--- src/rtl/pc_ctrl_pkg.sv ---
// Shared definitions for the fetch controller and the program counter it steers.
package pc_ctrl_pkg;

    // Program-counter select encodings, shared with program_counter.
    typedef enum logic [1:0] {
        PC_RESET = 2'd0,
        PC_HOLD  = 2'd1,
        PC_INC   = 2'd2,
        PC_JUMP  = 2'd3
    } pc_sel_e;

    // Fetch controller FSM states.
    typedef enum logic [1:0] {
        S_RESET = 2'd0,
        S_REQ   = 2'd1,
        S_OUT   = 2'd2,
        S_HALT  = 2'd3
    } fetch_state_e;

endpackage

--- src/rtl/fetch_timer.sv ---
// Wait counter for instruction-memory requests: clears, counts enabled cycles,
// and flags when it sits at the last permitted wait cycle (WAIT_MAX-1).
module fetch_timer
    import pc_ctrl_pkg::*;
#(
    parameter int unsigned WAIT_MAX = 16
) (
    input  logic clk,
    input  logic rst,
    input  logic clr_i,
    input  logic en_i,
    output logic tc_o
);

    localparam int unsigned CW = (WAIT_MAX > 1) ? $clog2(WAIT_MAX) : 1;
    localparam logic [CW-1:0] Terminal = CW'(WAIT_MAX - 1);

    logic [CW-1:0] cnt_q, cnt_d;

    // Next count: clear wins, otherwise count up and park at the terminal value.
    always_comb begin
        cnt_d = cnt_q;
        if (clr_i) begin
            cnt_d = '0;
        end else if (en_i && (cnt_q != Terminal)) begin
            cnt_d = cnt_q + 1'b1;
        end
    end

    // Count register with synchronous active-low reset.
    always_ff @(posedge clk) begin
        if (!rst) begin
            cnt_q <= '0;
        end else begin
            cnt_q <= cnt_d;
        end
    end

    assign tc_o = (cnt_q == Terminal);

endmodule

--- src/rtl/fetch_controller.sv ---
// Instruction fetch controller: requests instructions at the current PC, hands them
// to decode with a valid/ready handshake, and steers program_counter via pc_sel.
// Redirects take priority everywhere except the reset cycle; a memory that never
// answers within WAIT_MAX cycles sets a sticky error and parks the FSM in S_HALT.
module fetch_controller
    import pc_ctrl_pkg::*;
#(
    parameter int unsigned WAIT_MAX = 16,
    parameter int unsigned AW       = 32
) (
    input  logic          clk,
    input  logic          rst,
    input  logic [AW-1:0] pc_i,
    output logic [1:0]    pc_sel,
    output logic [AW-1:0] pc_jumpdir,
    output logic          imem_req,
    output logic [AW-1:0] imem_addr,
    input  logic          imem_ready,
    input  logic [AW-1:0] imem_rdata,
    output logic [AW-1:0] instr_o,
    output logic          instr_valid,
    input  logic          instr_ready,
    input  logic          redirect,
    input  logic [AW-1:0] redirect_addr,
    input  logic          halt,
    output logic          halted,
    output logic          fetch_err
);

    fetch_state_e  state_q, state_d;
    logic [AW-1:0] instr_q, instr_d;
    logic          err_q, err_d;
    logic          tmr_en, tmr_tc;
    pc_sel_e       sel;

    // The timer only runs while a request is still outstanding and staying in S_REQ;
    // any other cycle clears it, so every entry into S_REQ starts from zero.
    fetch_timer #(
        .WAIT_MAX (WAIT_MAX)
    ) u_fetch_timer (
        .clk   (clk),
        .rst   (rst),
        .clr_i (!tmr_en),
        .en_i  (tmr_en),
        .tc_o  (tmr_tc)
    );

    // Next-state and output decode; outputs are forced to reset values while rst is low.
    always_comb begin
        state_d     = state_q;
        instr_d     = instr_q;
        err_d       = err_q;
        sel         = PC_HOLD;
        imem_req    = 1'b0;
        imem_addr   = '0;
        instr_valid = 1'b0;
        halted      = 1'b0;
        tmr_en      = 1'b0;
        pc_jumpdir  = redirect ? redirect_addr : '0;

        unique case (state_q)
            S_RESET: begin
                sel     = PC_RESET;
                state_d = S_REQ;
            end
            S_REQ: begin
                imem_addr = pc_i;
                if (redirect) begin
                    // Withdraw the request and drop any data arriving this cycle.
                    sel     = PC_JUMP;
                    instr_d = '0;
                    state_d = S_REQ;
                end else if (imem_ready) begin
                    instr_d = imem_rdata;
                    state_d = S_OUT;
                end else begin
                    imem_req = 1'b1;
                    if (tmr_tc) begin
                        err_d   = 1'b1;
                        state_d = S_HALT;
                    end else if (halt) begin
                        state_d = S_HALT;
                    end else begin
                        tmr_en = 1'b1;
                    end
                end
            end
            S_OUT: begin
                if (redirect) begin
                    sel     = PC_JUMP;
                    instr_d = '0;
                    state_d = S_REQ;
                end else begin
                    instr_valid = 1'b1;
                    if (instr_ready) begin
                        sel     = PC_INC;
                        state_d = halt ? S_HALT : S_REQ;
                    end else if (halt) begin
                        state_d = S_HALT;
                    end
                end
            end
            S_HALT: begin
                halted = 1'b1;
                if (redirect) begin
                    sel     = PC_JUMP;
                    state_d = S_REQ;
                end
            end
        endcase

        if (!rst) begin
            sel         = PC_RESET;
            imem_req    = 1'b0;
            imem_addr   = '0;
            instr_valid = 1'b0;
            halted      = 1'b0;
            tmr_en      = 1'b0;
            pc_jumpdir  = '0;
        end
    end

    // State, held instruction and sticky error, all cleared by synchronous reset.
    always_ff @(posedge clk) begin
        if (!rst) begin
            state_q <= S_RESET;
            instr_q <= '0;
            err_q   <= 1'b0;
        end else begin
            state_q <= state_d;
            instr_q <= instr_d;
            err_q   <= err_d;
        end
    end

    assign pc_sel    = sel;
    assign instr_o   = rst ? instr_q : '0;
    assign fetch_err = rst & err_q;

endmodule

--- config.mk ---
export PLATFORM = sky130hd
export DESIGN_NAME = fetch_controller
export DESIGN_NICKNAME = d
export VERILOG_FILES = /design/src/rtl/pc_ctrl_pkg.sv /design/src/rtl/fetch_timer.sv /design/src/rtl/fetch_controller.sv
export SDC_FILE = /design/constraint.sdc
export NUM_CORES = 1
export LEC_CHECK = 0
export BUFFER_PORTS_ARGS = -buffer_cell sky130_fd_sc_hd__buf_2
export CAP_MARGIN = 20
export CORE_ASPECT_RATIO = 1.25
export CORE_MARGIN = 10
export CORE_UTILIZATION = 41
export DETAILED_ROUTE_END_ITERATION = 6
export MAX_ROUTING_LAYER = met4
export PLACE_DENSITY = 0.95
export SETUP_SLACK_MARGIN = 0.4
export SLEW_MARGIN = 30
export SYNTH_ARGS = -nofsm -noshare
export SYNTH_HDL_FRONTEND = slang
export SYNTH_SLANG_ARGS = --single-unit
export TNS_END_PERCENT = 50
--- constraint.sdc ---
create_clock -name clk -period 3.1 [get_ports clk]
set_clock_uncertainty 0.2 [all_clocks]
set_input_delay 0.31 -clock clk [delete_from_list [all_inputs] [get_ports clk]]
set_output_delay 0.31 -clock clk [all_outputs]
set_load 0.02 [all_outputs]
==> metrics.txt <==
H-tree depth 2; first-pass GRT wire length 13800 microns; Avg Inst Size Synth 7.63 sq um; drc violations 0; per-cell routed wire length 16.2 microns; die width 87.5 microns; Net Count, Synth 413; Worst-path clk slew 80 ps; Hold Fails Final Rpt 0; Synth Warn # 0; Area contributors post-synth dfxtp_1, and3_1, mux2i_1; Seq/Total Area, Yosys 0.334; Max-Cap Viols 0; share of cells above drive strength 1 0.444; RR Endpoint instr_q[1]$_SDFFE_PN0P_; leakage 2.37 nW; CTS tree built; # clock sinks 39; most common cell in the synthesized netlist nand2_1; Cell Rows 30; Hold Startpoint imem_rdata[19]; largest net degree at the start of global routing 46; Max Slew Vio Count 0; RePlAce Congestion 0.820; commonest cells in the netlist nand2_1, and3_1, dfxtp_1; CP Capture Type flop; crit path DAT 2360 ps; synth-to-layout area growth 49.5%; ys async rst share 0; Crit Path Class flop to flop; vias per cell 4.86; VDD IR-drop max 0.000318 V; Synth area leader dfxtp_1; Post-synth top flop dfxtp_1; crit path time final 2340 ps; die area 9140 sq um; post-synth cell types 30; Post-Syn Area 2340 sq um; max_slew headroom 0.593; core area 5480 sq um; # Post-CTS Setup Buffers 0; CTS buffer count 5; Final period util 0.756; worst reg2reg path startpoint state_q[0]$_SDFFE_PN0P_; later-pin clock latency in the skew report 290 ps; PD cells 374 nW/um^2; Initial Utilization 0.426; outcome complete, no violations; final WL 9140 microns; measured slew at the worst slew-check pin 610 ps; Post-CTS Hold Buffers 0; CTS max path bufs 2; Setup-failing EPs final 0; Data required, critical path 3120 ps; Worst Hold End instr_q[19]$_SDFFE_PN0P_; Iter 0 DRT Violations 96; Layout Cells excl Fill 563; Layout Nets 602; chip height 104 microns; Fin Setup TNS 0 ps; Detailed Place HPWL 7610 microns; # port buffers 203; Hold Crit Depth 3; Synth Instances 306; via count 2737; Tot Pwr 1.31 mW; worst reg2reg setup slack 760 ps; unrepaired setup endpoints after global routing no; CTS resizes 0; crit path max fanout 19; number of global-route vias before repair 2740; grt ovf 0; # IOs 204; Post-synth EDFFs 0; post-synthesis register bit count 39; GRT Total Usage 0.188; root buffer cell clkbuf_8; CP Launch Type flop; Hold Slack 55.9 ps; worst reg-to-reg path cell count 6; antenna violations before repair 3; antenna viol nets, final 0; fmax 427 MHz; hold crit path type input port to flop; 1st-pass router iterations 4; Placed Cells 552; top cell type's share of synthesized area 0.334
-- power breakdown --
group | switching [mW] | internal [mW] | total (mW)
clock network | 0.179 | 0.260 | 0.440
registers | 0.00775 | 0.521 | 0.528
logic | 0.195 | 0.143 | 0.338
-- layout make-up --
class                           count  area [sq um]
Clock inverter                      2          35.0
Tap cell                           64          80.1
Fill cell                         481          1990
Timing Repair Buffer              208          1080
Antenna cell                        3          7.51
Sequential cell                    39           781
Multi-Input combinational cell    203          1280
Clock buffer                        6          82.6
Inverter                           38           143
-- flip-flops by register name, indices dropped and copies added (netlist names) --
register / cells
state_q: 2
err_q: 1
u_fetch_timer.cnt_q: 4
instr_q: 32
-- how the worst max path moves through the flow --
stage / from / end / slack [ps] / cells past startpoint
floorplan: state_q[0]$_SDFFE_PN0P_ / imem_req / 1320 / 4
global placement: state_q[0]$_SDFFE_PN0P_ / instr_q[2]$_SDFFE_PN0P_ / 870 / 6
detailed placement: state_q[0]$_SDFFE_PN0P_ / instr_q[29]$_SDFFE_PN0P_ / 750 / 6
CTS: state_q[0]$_SDFFE_PN0P_ / instr_q[29]$_SDFFE_PN0P_ / 740 / 6
global route: state_q[0]$_SDFFE_PN0P_ / instr_q[29]$_SDFFE_PN0P_ / 620 / 6
finish: state_q[0]$_SDFFE_PN0P_ / instr_q[1]$_SDFFE_PN0P_ / 760 / 6
-- placed cells by master, fill, tap and decap left out, types with 2 or more instances in the layout --
cell type / n
a21oi_1: 3
and2_1: 3
and3_1: 64
buf_12: 2
buf_2: 203
buf_4: 3
clkbuf_8: 6
dfxtp_1: 39
diode_2: 3
ha_1: 5
inv_1: 38
mux2i_1: 32
nand2_1: 65
nand2b_1: 3
nand3_1: 3
nor2_1: 6
nor3_1: 2
o21ai_0: 3
o41ai_1: 2
-- worst max-delay path, cell delays in order (launching register included) --
cell and delay (ps):
dfxtp_1 440, inv_1 100, ha_1 300, nand2b_1 220, a21oi_4 530, buf_12 260, mux2i_1 210
-- layer usage --
metal / track usage / wire length [microns]
met1: 0.187 / 3410
met2: 0.332 / 4660
met3: 0.0658 / 1010
met4: 0.0514 / 53
met5: - / 0
-- cells by family after synthesis --
logic type                 Yosys count  synth area share
buffers and inverters               64             0.118
adders and majority gates            5            0.0268
and+or+nand+nor                    149             0.326
muxes                               32             0.137
AOI/OAI and AO/OA                   15            0.0504
DFF                                 39             0.334
xor gates and xnor gates             2           0.00750
-- through the flow --
| stage | worst slack (ps) | util | instance area [sq um] |
|---|---|---|---|
| 6_report | 757 | 0.637 | 3490 |
| 5_1_grt | 617 | 0.637 | 3490 |
| 4_1_cts | 742 | 0.636 | 3480 |
| 3_5_place_dp | 753 | 0.614 | 3370 |
| 3_3_place_gp | 873 | 0.614 | 3370 |
| 2_1_floorplan | 1320 | - | 2340 |
Power figures use the tool's default switching activity.
